File: config.mk
export PLATFORM = sky130hd
export DESIGN_NAME = home_inventory_wb_regs
export DESIGN_NICKNAME = d
export VERILOG_FILES = /design/src/rtl/home_inventory_wb_regs.sv
export SDC_FILE = /design/constraint.sdc
export NUM_CORES = 1
export LEC_CHECK = 0
export ABC_AREA = 1
export BUFFER_PORTS_ARGS = -buffer_cell sky130_fd_sc_hd__buf_2
export CAP_MARGIN = 30
export CORE_UTILIZATION = 59
export DETAILED_ROUTE_END_ITERATION = 8
export PLACE_DENSITY = 0.81
export SYNTH_ARGS = -nofsm -noshare
export SYNTH_HDL_FRONTEND = slang
export SYNTH_SLANG_ARGS = --single-unit
File: constraint.sdc
create_clock -name wb_clk_i -period 2.3 [get_ports wb_clk_i]
set_input_delay 0.23 -clock wb_clk_i [delete_from_list [all_inputs] [get_ports wb_clk_i]]
set_output_delay 0.23 -clock wb_clk_i [all_outputs]
set_load 0.02 [all_outputs]
File: src/rtl/home_inventory_wb_regs.sv
// Wishbone register window for the inventory sensing core: control, IRQ and
// per-channel saturating event counters with a snapshot bank.
module home_inventory_wb_regs #(
    parameter int unsigned NUM_CH    = 4,
    parameter int unsigned CNT_W     = 16,
    parameter logic [31:0] BASE_ADDR = 32'h3000_0000,
    parameter int unsigned WIN_W     = 12,
    parameter logic [31:0] VERSION   = 32'h0000_0002
) (
    input  logic              wb_clk_i,
    input  logic              wb_rst_ni,
    input  logic              wbs_stb_i,
    input  logic              wbs_cyc_i,
    input  logic              wbs_we_i,
    input  logic [3:0]        wbs_sel_i,
    input  logic [31:0]       wbs_dat_i,
    input  logic [31:0]       wbs_adr_i,
    output logic              wbs_ack_o,
    output logic [31:0]       wbs_dat_o,
    input  logic [7:0]        core_status,
    input  logic [NUM_CH-1:0] ch_event_i,
    output logic              ctrl_enable,
    output logic              ctrl_start,
    output logic [NUM_CH-1:0] irq_en,
    output logic              irq_o
);

    localparam logic [WIN_W-1:0] OFF_ID     = WIN_W'(12'h000);
    localparam logic [WIN_W-1:0] OFF_VER    = WIN_W'(12'h004);
    localparam logic [WIN_W-1:0] OFF_CAPS   = WIN_W'(12'h008);
    localparam logic [WIN_W-1:0] OFF_CTRL   = WIN_W'(12'h100);
    localparam logic [WIN_W-1:0] OFF_IRQEN  = WIN_W'(12'h104);
    localparam logic [WIN_W-1:0] OFF_STATUS = WIN_W'(12'h108);
    localparam logic [WIN_W-1:0] OFF_ISTAT  = WIN_W'(12'h10C);
    localparam logic [WIN_W-1:0] OFF_CNT    = WIN_W'(12'h200);
    localparam logic [WIN_W-1:0] OFF_SNAP   = WIN_W'(12'h280);
    localparam logic [CNT_W-1:0] CNT_MAX    = '1;

    logic                ack_q;
    logic [31:0]         dat_q;
    logic                enable_q, enable_d;
    logic                start_q, start_d;
    logic [NUM_CH-1:0]   irq_en_q, irq_en_d;
    logic [NUM_CH-1:0]   stat_q, stat_d;
    logic                irq_q, irq_d;
    logic [CNT_W-1:0]    cnt_q  [NUM_CH];
    logic [CNT_W-1:0]    cnt_d  [NUM_CH];
    logic [CNT_W-1:0]    snap_q [NUM_CH];
    logic [CNT_W-1:0]    snap_d [NUM_CH];

    logic [WIN_W-1:0]    off;
    logic                in_win, accept, wr;
    logic                lane0_ctrl, lane0_irqen, lane0_stat;
    logic                snap_cmd, clr_cmd;
    logic [NUM_CH-1:0]   ev_set, w1c;
    logic [31:0]         rdata;
    logic                unused_ok;

    assign off    = wbs_adr_i[WIN_W-1:0];
    assign in_win = (wbs_adr_i[31:WIN_W] == BASE_ADDR[31:WIN_W]);
    // ack_q in the accept term is what forces the idle cycle between acks
    assign accept = wbs_cyc_i & wbs_stb_i & ~ack_q & in_win;
    assign wr     = accept & wbs_we_i;

    // All writable bits live in byte lane 0, so only sel[0] gates them
    assign lane0_ctrl  = wr & wbs_sel_i[0] & (off == OFF_CTRL);
    assign lane0_irqen = wr & wbs_sel_i[0] & (off == OFF_IRQEN);
    assign lane0_stat  = wr & wbs_sel_i[0] & (off == OFF_ISTAT);

    assign snap_cmd = lane0_ctrl & wbs_dat_i[2];
    assign clr_cmd  = lane0_ctrl & wbs_dat_i[3];
    assign start_d  = lane0_ctrl & wbs_dat_i[1];
    assign enable_d = lane0_ctrl ? wbs_dat_i[0] : enable_q;
    assign irq_en_d = lane0_irqen ? wbs_dat_i[NUM_CH-1:0] : irq_en_q;

    assign ev_set = ch_event_i & {NUM_CH{enable_q}};
    assign w1c    = lane0_stat ? wbs_dat_i[NUM_CH-1:0] : '0;
    // Set is OR'd after the clear so a same-cycle event wins over W1C
    assign stat_d = (stat_q & ~w1c) | ev_set;
    assign irq_d  = |(stat_q & irq_en_q);

    assign unused_ok = ^{wbs_dat_i, wbs_sel_i};

    // Snapshot reads the pre-update count; clear takes priority over increment
    always_comb begin
        for (int i = 0; i < NUM_CH; i++) begin
            snap_d[i] = snap_cmd ? cnt_q[i] : snap_q[i];
            cnt_d[i]  = cnt_q[i];
            if (clr_cmd) begin
                cnt_d[i] = '0;
            end else if (ev_set[i] && (cnt_q[i] != CNT_MAX)) begin
                cnt_d[i] = cnt_q[i] + CNT_W'(1);
            end
        end
    end

    always_comb begin
        rdata = '0;
        case (off)
            OFF_ID:     rdata = 32'h4849_4348;
            OFF_VER:    rdata = VERSION;
            OFF_CAPS:   rdata = {8'h0, 8'(CNT_W), 8'h0, 8'(NUM_CH)};
            OFF_CTRL:   rdata[0] = enable_q;
            OFF_IRQEN:  rdata[NUM_CH-1:0] = irq_en_q;
            OFF_STATUS: rdata[7:0] = core_status;
            OFF_ISTAT:  rdata[NUM_CH-1:0] = stat_q;
            default: begin
                if (off[1:0] == 2'b00) begin
                    for (int i = 0; i < NUM_CH; i++) begin
                        if (off[6:2] == 5'(i)) begin
                            if (off[WIN_W-1:7] == OFF_CNT[WIN_W-1:7]) begin
                                rdata[CNT_W-1:0] = cnt_q[i];
                            end else if (off[WIN_W-1:7] == OFF_SNAP[WIN_W-1:7]) begin
                                rdata[CNT_W-1:0] = snap_q[i];
                            end
                        end
                    end
                end
            end
        endcase
    end

    always_ff @(posedge wb_clk_i or negedge wb_rst_ni) begin
        if (!wb_rst_ni) begin
            ack_q    <= 1'b0;
            dat_q    <= '0;
            enable_q <= 1'b0;
            start_q  <= 1'b0;
            irq_en_q <= '0;
            stat_q   <= '0;
            irq_q    <= 1'b0;
            cnt_q    <= '{default: '0};
            snap_q   <= '{default: '0};
        end else begin
            ack_q    <= accept;
            if (accept) begin
                dat_q <= rdata;
            end
            enable_q <= enable_d;
            start_q  <= start_d;
            irq_en_q <= irq_en_d;
            stat_q   <= stat_d;
            irq_q    <= irq_d;
            cnt_q    <= cnt_d;
            snap_q   <= snap_d;
        end
    end

    assign wbs_ack_o   = ack_q;
    assign wbs_dat_o   = dat_q;
    assign ctrl_enable = enable_q;
    assign ctrl_start  = start_q;
    assign irq_en      = irq_en_q;
    assign irq_o       = irq_q;

endmodule

; Yosys cells after proc, flatten, opt, wreduce, memory -nomap -nowiden
; Index checks and enable logic that the tools add are counted.
[op_classes]
mux = 29
addsub = 4
n_reduce_logical = 16
n_bitwise = 17
n_eq_ne = 16
[op_table]
columns = cell, n
row1 = 16-bit two-way mux, 23
row2 = "16-bit by 1-bit adder with 16-bit output, second input constant", 4
row3 = "16-bit inequality test, second input constant", 4
row4 = "12-bit by 9-bit equality test with 1-bit output, second input constant", 4
row5 = 15-bit one-hot mux with 2 select lines, 1
row6 = 3-bit one-hot mux with 7 select lines, 1
row7 = "20-bit by 18-bit equality test with 1-bit output, second input constant", 1
row8 = 8-bit one-hot mux with 2 select lines, 1
row9 = 4-bit bitwise AND, 3
row10 = "12-bit by 3-bit equality test with 1-bit output, second input constant", 1
row11 = "12-bit by 4-bit equality test with 1-bit output, second input constant", 1
row12 = 12-bit zero test, 1
row13 = 4-bit one-hot mux with 3 select lines, 1
row14 = 1-bit bitwise AND, 11
row15 = "5-bit by 2-bit equality test with 1-bit output, second input constant", 2
row16 = "5-bit by 3-bit equality test with 1-bit output, second input constant", 2
row17 = 2-bit nonzero test, 4
row18 = 7-bit OR reduction, 1
row19 = 6-bit OR reduction, 1
row20 = "5-bit by 1-bit equality test with 1-bit output, second input constant", 1
row21 = 5-bit zero test, 1
row22 = 1-bit one-hot mux with 5 select lines, 1
row23 = 5-bit OR reduction, 1
row24 = 1-bit logical AND, 4
row25 = 7 further kinds, 7
[word_totals]
out_inout_bits = 40
ff_bits = 172

; Logic depth before layout (Yosys ltp)
; Gate-level depths: netlist (run 1).
[depth]
ltp_word = 17
ltp_mapped = 12
mapped_depth_nobuf = 11

; Least setup slack after synthesis (run 1)
; Ideal clock, no wire load.
[synth_timing]
path_kind = reg-to-reg
from = reg ack_q (netlist: wbs_ack_o)
to = reg snap_q[15] (netlist bit)
path_stages_with_launch = 11
t_required_ns = 2.180
path_buffers = 2
synth_period_minus_slack_ns = 1.713
slack_ns = 0.587
t_arrival_ns = 1.593
cell_sequence = dfrtp_1 -> inv_1 -> nand4_1 -> nor2_1 -> nand3_1 -> nor2_2 -> nand3_2 -> buf_6 -> buf_6 -> nand2_1 -> o21ai_2
[synth_between]
elab_chain_cells = 7
[synth_rtl]
columns = item, line_no
row1 = from (decl), 39  ; logic ack_q;
row2 = from (signal assigned), 135  ; ack_q <= accept;
row3 = 1-bit NOT, 62  ; assign accept = wbs_cyc_i & wbs_stb_i & ~ack_q & in_win;
row4 = 1-bit bitwise AND (2 in series), 62
row5 = 1-bit bitwise AND, 63  ; assign wr = accept & wbs_we_i;
row6 = 1-bit bitwise AND (2 in series), 66  ; assign lane0_ctrl = wr & wbs_sel_i[0] & (off == OFF_CTRL);
row7 = 1-bit bitwise AND, 70  ; assign snap_cmd = lane0_ctrl & wbs_dat_i[2];
row8 = to (signal assigned), 145  ; snap_q <= snap_d;
row9 = to (decl), 48  ; logic [CNT_W-1:0] snap_q [NUM_CH];
; No other way between the ends.
; A chain may end at the register's enable or synchronous reset.

; Worst setup path in the final report (run 1)
[layout_timing]
from = reg cnt_q[48] (netlist bit)
to = reg cnt_q[62] (netlist bit)
[layout_between]
elab_chain_cells = 3
word_cells_on_any_way = 6
cone_classes = add/sub (1) / eq/ne (1) / mux (2) / reduce/logical (2)
[layout_rtl]
columns = item, line_no
row1 = from (decl), 46  ; logic [CNT_W-1:0] cnt_q [NUM_CH];
row2 = from (signal assigned), 144  ; cnt_q <= cnt_d;
row3 = 16-bit by 1-bit adder with 16-bit output or 16-bit inequality test (tied branches), "92, 91"
row4 = 16-bit two-way mux or 1-bit logical AND (tied branches), 91  ; end else if (ev_set[i] && (cnt_q[i] != CNT_MAX)) begin
row5 = 16-bit two-way mux or 2-bit nonzero test (tied branches), --
; Several ways; a longest one is shown, not always the timed one. The select of a mux whose other input is x is not followed.

==> results.sh, run 1 <==
export IMPL_min_path_cells=3
export IMPL_final_hold_violation_count=0
export IMPL_criticalPathCategory="reg -> reg"
export IMPL_hp_start="ch_event_i[3]"
export IMPL_tns_ns=0
export IMPL_die_area_um2=16500
export IMPL_placed_area_um2=9950
export IMPL_rsz0062_at_grt="no"
export IMPL_p_int_w=0.00439
export IMPL_fin_area_um2=10500
export IMPL_syn_inst=1248
export IMPL_drive_gt1_share_pct=18.6
export IMPL_syn_area_per_cell_um2=7.57
export IMPL_r2r_cells=10
export IMPL_antenna_cells=0
export IMPL_cts_tree="built"
export IMPL_rrSetupSlack_ns=0.34
export IMPL_synthTopCellsByArea="dfrtp_1 42%, nand2_1 13%, inv_1 6.4%"
export IMPL_worst_pin_slew_ns=0.678
export IMPL_dpl_cell_count=1518
export IMPL_synth_edf_count=0
export IMPL_power_share_clock_pct=47.4
export IMPL_async_flop_share_pct=100
export IMPL_detail_route_vias_per_cell=5.62
export IMPL_fp_row_count=45
export IMPL_crit_arrival_ns=2.32
export IMPL_pwr_share_comb_pct=4.6
export IMPL_cp_end_kind="flip-flop"
export IMPL_clock_sinks=158
export IMPL_regArea_um2=3950
export IMPL_place_congestion=0.924
export IMPL_r2r_start="cnt_q[48]"
export IMPL_status="finished, final reports clean"
export IMPL_ys_ff_latch=158
export IMPL_cts_root_buf="clkbuf_16"
export IMPL_avgRoutedWirePerCell_um=15.7
export IMPL_p_sw_w=0.00140
export IMPL_track_usage_pct=31.3
export IMPL_cts_clk_slew_worst_paths_ns=0.06
export IMPL_holdPathEnd="stat_q[3]"
export IMPL_port_buffers=83
export IMPL_htreeDepth=4
export IMPL_synth_cell_area_um2=9440
export IMPL_whs_ns=0.0725
export IMPL_antenna_left=0
export IMPL_powerDensity_nw_per_um2=550
export IMPL_vdd_drop_max_v=0.000571
export IMPL_timing_rr_end="cnt_q[62]"
export IMPL_p_leak_nw=5.71
export IMPL_crit_top_cell="nand3_1"
export IMPL_finClkSkew_ns=0.0103
export IMPL_synthTopCellsByCount="321 x nand2_1, 160 x inv_1, 158 x dfrtp_1, 98 x nand3_1, 94 x o21ai_0"
export IMPL_synth_ff_type="dfrtp_1"
export IMPL_critPathSlowestCell="dfrtp_1"
export IMPL_route_vias_total=8722
export IMPL_dr_pass1_iters=5
export IMPL_grt_max_degree=129
export IMPL_slew_limit_headroom_pct=54.8
export IMPL_synth_top_area_share_pct=41.9
export IMPL_drt_iter0_markers=941
export IMPL_path_buf_inv=0
export IMPL_path_delay_family="simple AND/OR/NAND/NOR gates"
export IMPL_ys_seq_area_share_pct=41.9
export IMPL_synth_largest_area_cell="dfrtp_1"
export IMPL_crit_fanout=6
export IMPL_insertion_delay_ns=0.43
export IMPL_n_fill_cell=1266
export IMPL_post_route_min_period_ns=1.96
export IMPL_synth_cell_types=36
export IMPL_cts_setup_buffers=0
export IMPL_cts_buffer_depth=2
export IMPL_drc_errors=0
export IMPL_wl_mm=24.3
export IMPL_grt_pass1_wl_mm=40.0
export IMPL_place_hpwl_mm=17.5
export IMPL_finalSetupViolations=0
export IMPL_cap_violations=0
export IMPL_switching_share_pct=24.2
export IMPL_crit_required_ns=2.65
export IMPL_grt_pass1_vias=8002
export IMPL_yosysWarnings=0
export IMPL_antenna_found_initial=0
export IMPL_fmax_mhz=509
export IMPL_cts_repair_resize_count=0
export IMPL_cts_hold_buffers=1
export IMPL_final_cells=1551
export IMPL_maxSlewViolCount=0
export IMPL_start_util_pct=61.2
export IMPL_nets=1416
export IMPL_core_area_um2=15400
export IMPL_die_height_um=129
export IMPL_path_cells="ha_1, nand3_1, nor3_1, nand3_1, nand2_1, nor2_1, nand2_1, nor2_1, nand3_1, a21oi_1"
export IMPL_min_path_type="in -> reg"
export IMPL_cts_made_buffers=17
export IMPL_p_seq_share_pct=48.0
export IMPL_fin_crit_sh_pct=85.4
export IMPL_grt_overflow=0
export IMPL_start_kind="flip-flop"
export IMPL_ios=125
export IMPL_die_width_um=129
export IMPL_multi_input_area_um2=4480
export IMPL_max_stage_delay_ns=0.45
export IMPL_synthMostInstantiatedCell="nand2_1"
export IMPL_areaGrowthSynthToFinish_pct=11.5
state kept, by name, indices dropped and copies added (netlist names):
signal and cells:
cnt_q 64, ctrl_enable 1, ctrl_start 1, irq_en 4, irq_o 1, snap_q 64, stat_q 4, wbs_ack_o 1
wbs_dat_o 18
power by group through the flow:
stage	combinational, W	clock [W]	sequential (W)
finish	0.000269	0.00274	0.00278
global route	0.000301	0.00288	0.00278
CTS	0.000270	0.00276	0.00278
detailed placement	0.000266	0	0.00283
global placement	0.000263	0	0.00283
floorplan	0.000123	0	0.00283
metal layers:
layer | part of all wire, % | track usage, %
met4 | 3.8 | 15.3
met3 | 7.8 | 5.57
met1 | 44 | 42.7
met2 | 45 | 48.4
met5 | 0 | 0
layout make-up:
class,instances,share of cell area [%]
sequential,158,37.5
tap,211,2.51
timing repair buffer,106,6.02
clock buffer,18,4.17
multi-input combinational,877,42.5
inverter,167,6.01
clock inverter,14,1.26
cells by family (layout without fill, tap and decap cells):
logic type                 after synthesis  in the layout  synth area share [%]
adders and majority gates                4              4                 0.530
AOI/OAI and AO/OA                      247            247                  16.4
buffers and inverters                  222            305                  11.2
and+or+nand+nor                        609            609                  29.3
DFF                                    158            158                  41.9
xor gates and xnor gates                 7              7                 0.649
other                                    1             10                0.0397
worst min-delay path, delay by kind of cell:
kind,cells,cell delay [ns]
buffers and inverters,1,0.08
and+or+nand+nor,2,0.16
worst max path at each step:
stage,start,to,slack (ns),cells past startpoint
floorplan,wbs_ack_o,snap_q[15],0.59,10
global placement,wbs_adr_i[1],snap_q[23],0.37,10
detailed placement,wbs_adr_i[0],snap_q[14],0.34,10
CTS,cnt_q[48],cnt_q[62],0.37,10
global route,cnt_q[48],cnt_q[62],0.04,10
finish,cnt_q[48],cnt_q[62],0.34,10
metrics by stage:
stage | utilization [%] | setup WS [ns] | total power (W)
4_1_cts | 68.3 | 0.365 | 0.00581
5_1_grt | 68.3 | 0.0383 | 0.00596
3_3_place_gp | 64.5 | 0.369 | 0.00309
6_report | 68.3 | 0.335 | 0.00579
3_5_place_dp | 64.5 | 0.344 | 0.00310
2_1_floorplan | - | 0.587 | 0.00295
cell usage in the layout, fill, tap and decap left out, drive strengths merged:
master,instances
dlygate4sd3,1
nand3,104
nor4,5
o211ai,18
o21ai,167
nor2,104
or2,13
dfrtp,158
a21boi,10
a31oi,1
clkinv,6
ha,4
conb,10
inv,171
clkbuf,18
nor3,16
clkinvlp,3
xor2,7
bufinv,1
nand2,325
nand4,42
buf,105
a21oi,51
(Power assumes the default switching activity.)
==> run 2, diff against run 1 <==
- RECOVER_POWER: not set -> 50
==> run 2 against run 1 <==
Effect of this change: cell count stayed put; sequential power about the same; total power about the same; worst hold slack lost 0.0055 ns; maximum frequency rose by 0.31%; critical path depth unchanged; wire length barely moved; largest cell class unchanged.
==> results.sh, run 2 (synthesis results as in run 1) <==
export IMPL_status="finished, final reports clean"
export IMPL_layout_commonest_cell="nand2_1"
export IMPL_nets=1416
export IMPL_ios=125
export IMPL_htreeDepth=4
export IMPL_start_util_pct=61.2
export IMPL_powerDensity_nw_per_um2=552
export IMPL_min_path_cells=3
export IMPL_die_height_um=129
export IMPL_final_cell_mix="321 x nand2_1, 160 x inv_1, 158 x dfrtp_1"
export IMPL_grt_pass1_vias=8002
export IMPL_dr_pass1_iters=8
export IMPL_route_vias_total=8653
export IMPL_clock_sinks=158
export IMPL_grt_overflow=0
export IMPL_crit_arrival_ns=2.31
export IMPL_avgRoutedWirePerCell_um=15.7
export IMPL_max_stage_delay_ns=0.45
export IMPL_post_route_min_period_ns=1.96
export IMPL_core_area_um2=15400
export IMPL_start_kind="flip-flop"
export IMPL_worst_path_stages=10
export IMPL_die_area_um2=16500
export IMPL_cp_end_kind="flip-flop"
export IMPL_cts_buffer_depth=2
export IMPL_areaGrowthSynthToFinish_pct=11.1
export IMPL_finClkSkew_ns=0.00925
export IMPL_port_buffers=83
export IMPL_path_cells="ha_1, nand3_1, nor3_1, nand3_1, nand2_1, nor2_1, nand2_1, nor2_1, nand3_1, a21oi_1"
export IMPL_critPathSlowestCell="dfrtp_1"
export IMPL_detail_route_vias_per_cell=5.58
export IMPL_place_hpwl_mm=17.5
export IMPL_maxSlewViolCount=0
export IMPL_antenna_left=0
export IMPL_drt_iter0_markers=911
export IMPL_place_congestion=0.924
export IMPL_rsz0062_at_grt="no"
export IMPL_tns_ns=0
export IMPL_min_path_type="in -> reg"
export IMPL_grt_max_degree=129
export IMPL_cts_root_buf="clkbuf_16"
export IMPL_cts_tree="built"
export IMPL_drc_errors=0
export IMPL_antenna_cells=0
export IMPL_fmax_mhz=511
export IMPL_drive_gt1_share_pct=17.5
export IMPL_cts_setup_buffers=0
export IMPL_cts_clk_slew_worst_paths_ns=0.07
export IMPL_slew_limit_headroom_pct=30.8
export IMPL_wl_mm=24.3
export IMPL_fp_row_count=45
export IMPL_whs_ns=0.0670
export IMPL_final_hold_violation_count=0
export IMPL_grt_pass1_wl_mm=40.0
export IMPL_track_usage_pct=31.3
export IMPL_crit_fanout=6
export IMPL_finalSetupViolations=0
export IMPL_antenna_found_initial=0
export IMPL_worst_pin_slew_ns=1.04
export IMPL_die_width_um=129
export IMPL_path_delay_family="simple AND/OR/NAND/NOR gates"
export IMPL_cts_made_buffers=17
export IMPL_r2r_cells=10
export IMPL_crit_top_cell="nand3_1"
export IMPL_fin_crit_sh_pct=85.1
export IMPL_cts_repair_resize_count=0
export IMPL_vdd_drop_max_v=0.000575
export IMPL_insertion_delay_ns=0.43
export IMPL_path_buf_inv=0
export IMPL_p_leak_nw=5.64
export IMPL_crit_required_ns=2.65
export IMPL_criticalPathCategory="reg -> reg"
export IMPL_cap_violations=0
[run 2: changes by cell type in the layout (fill, tap and decap cells not counted), sizes merged]
cell and change:
clkbuf +19, buf -19
[run 2: repair_timing]
item | 4_1_cts | 5_1_grt
hold buffers | 1 | 0
setup endpoints to repair | 0 | 0
endpoints found under the hold margin | 38 | 0
[run 2: power by group]
part	internal [W]	leakage, nW	switching (W)
registers	0.00278	1.95	0.00000000348
clock network	0.00153	0.274	0.00122
logic	0.0000706	3.41	0.000192
[run 2: worst paths after layout]
check                                   start       endpoint  slack [ns]
worst max-delay path                cnt_q[48]      cnt_q[62]        0.34
worst min-delay path            ch_event_i[3]      stat_q[3]        0.07
worst max register to register      cnt_q[48]      cnt_q[62]        0.34
worst min register to register     snap_q[61]     snap_q[61]        0.48
max in group asynchronous           wb_rst_ni      cnt_q[63]        0.47
min in group asynchronous           wb_rst_ni  wbs_dat_o[27]        0.51
[run 2: layout make-up]
cell class                 instances  area (µm²)
clock inverter                    14         133
fill                            1285        4940
inverter                         167         633
tap                              211         264
clock buffer                      18         439
multi-input combinational        877        4480
sequential                       158        3950
timing repair buffer             106         591
[run 2: per-stage QoR]
| step | area, µm² | std cells | setup slack [ns] | power (W) | util [%] |
|---|---|---|---|---|---|
| floorplan | 9480 | 1257 | 0.587 | 0.00295 | - |
| global placement | 9950 | 1518 | 0.369 | 0.00309 | 64.5 |
| detailed placement | 9950 | 1518 | 0.344 | 0.00310 | 64.5 |
| CTS | 10500 | 1551 | 0.365 | 0.00581 | 68.3 |
| global route | 10500 | 1551 | 0.0383 | 0.00595 | 68.0 |
| finish | 10500 | 1551 | 0.342 | 0.00579 | 68.0 |
[run 2: layer usage]
layer | part of all wire, % | global-route usage [%] | wire, µm | vias up
li1 | - | - | - | 4220
met1 | 44 | 42.7 | 10800 | 3997
met2 | 44 | 48.4 | 10800 | 376
met3 | 7.4 | 5.57 | 1800 | 60
met4 | 4.0 | 15.3 | 969 | 0
met5 | 0 | 0 | 0 | -
[run 2: worst min-delay path, cell delays in order]
cell and delay, ns:
buf_2 0.08, nand2_1 0.08, nand2_1 0.08
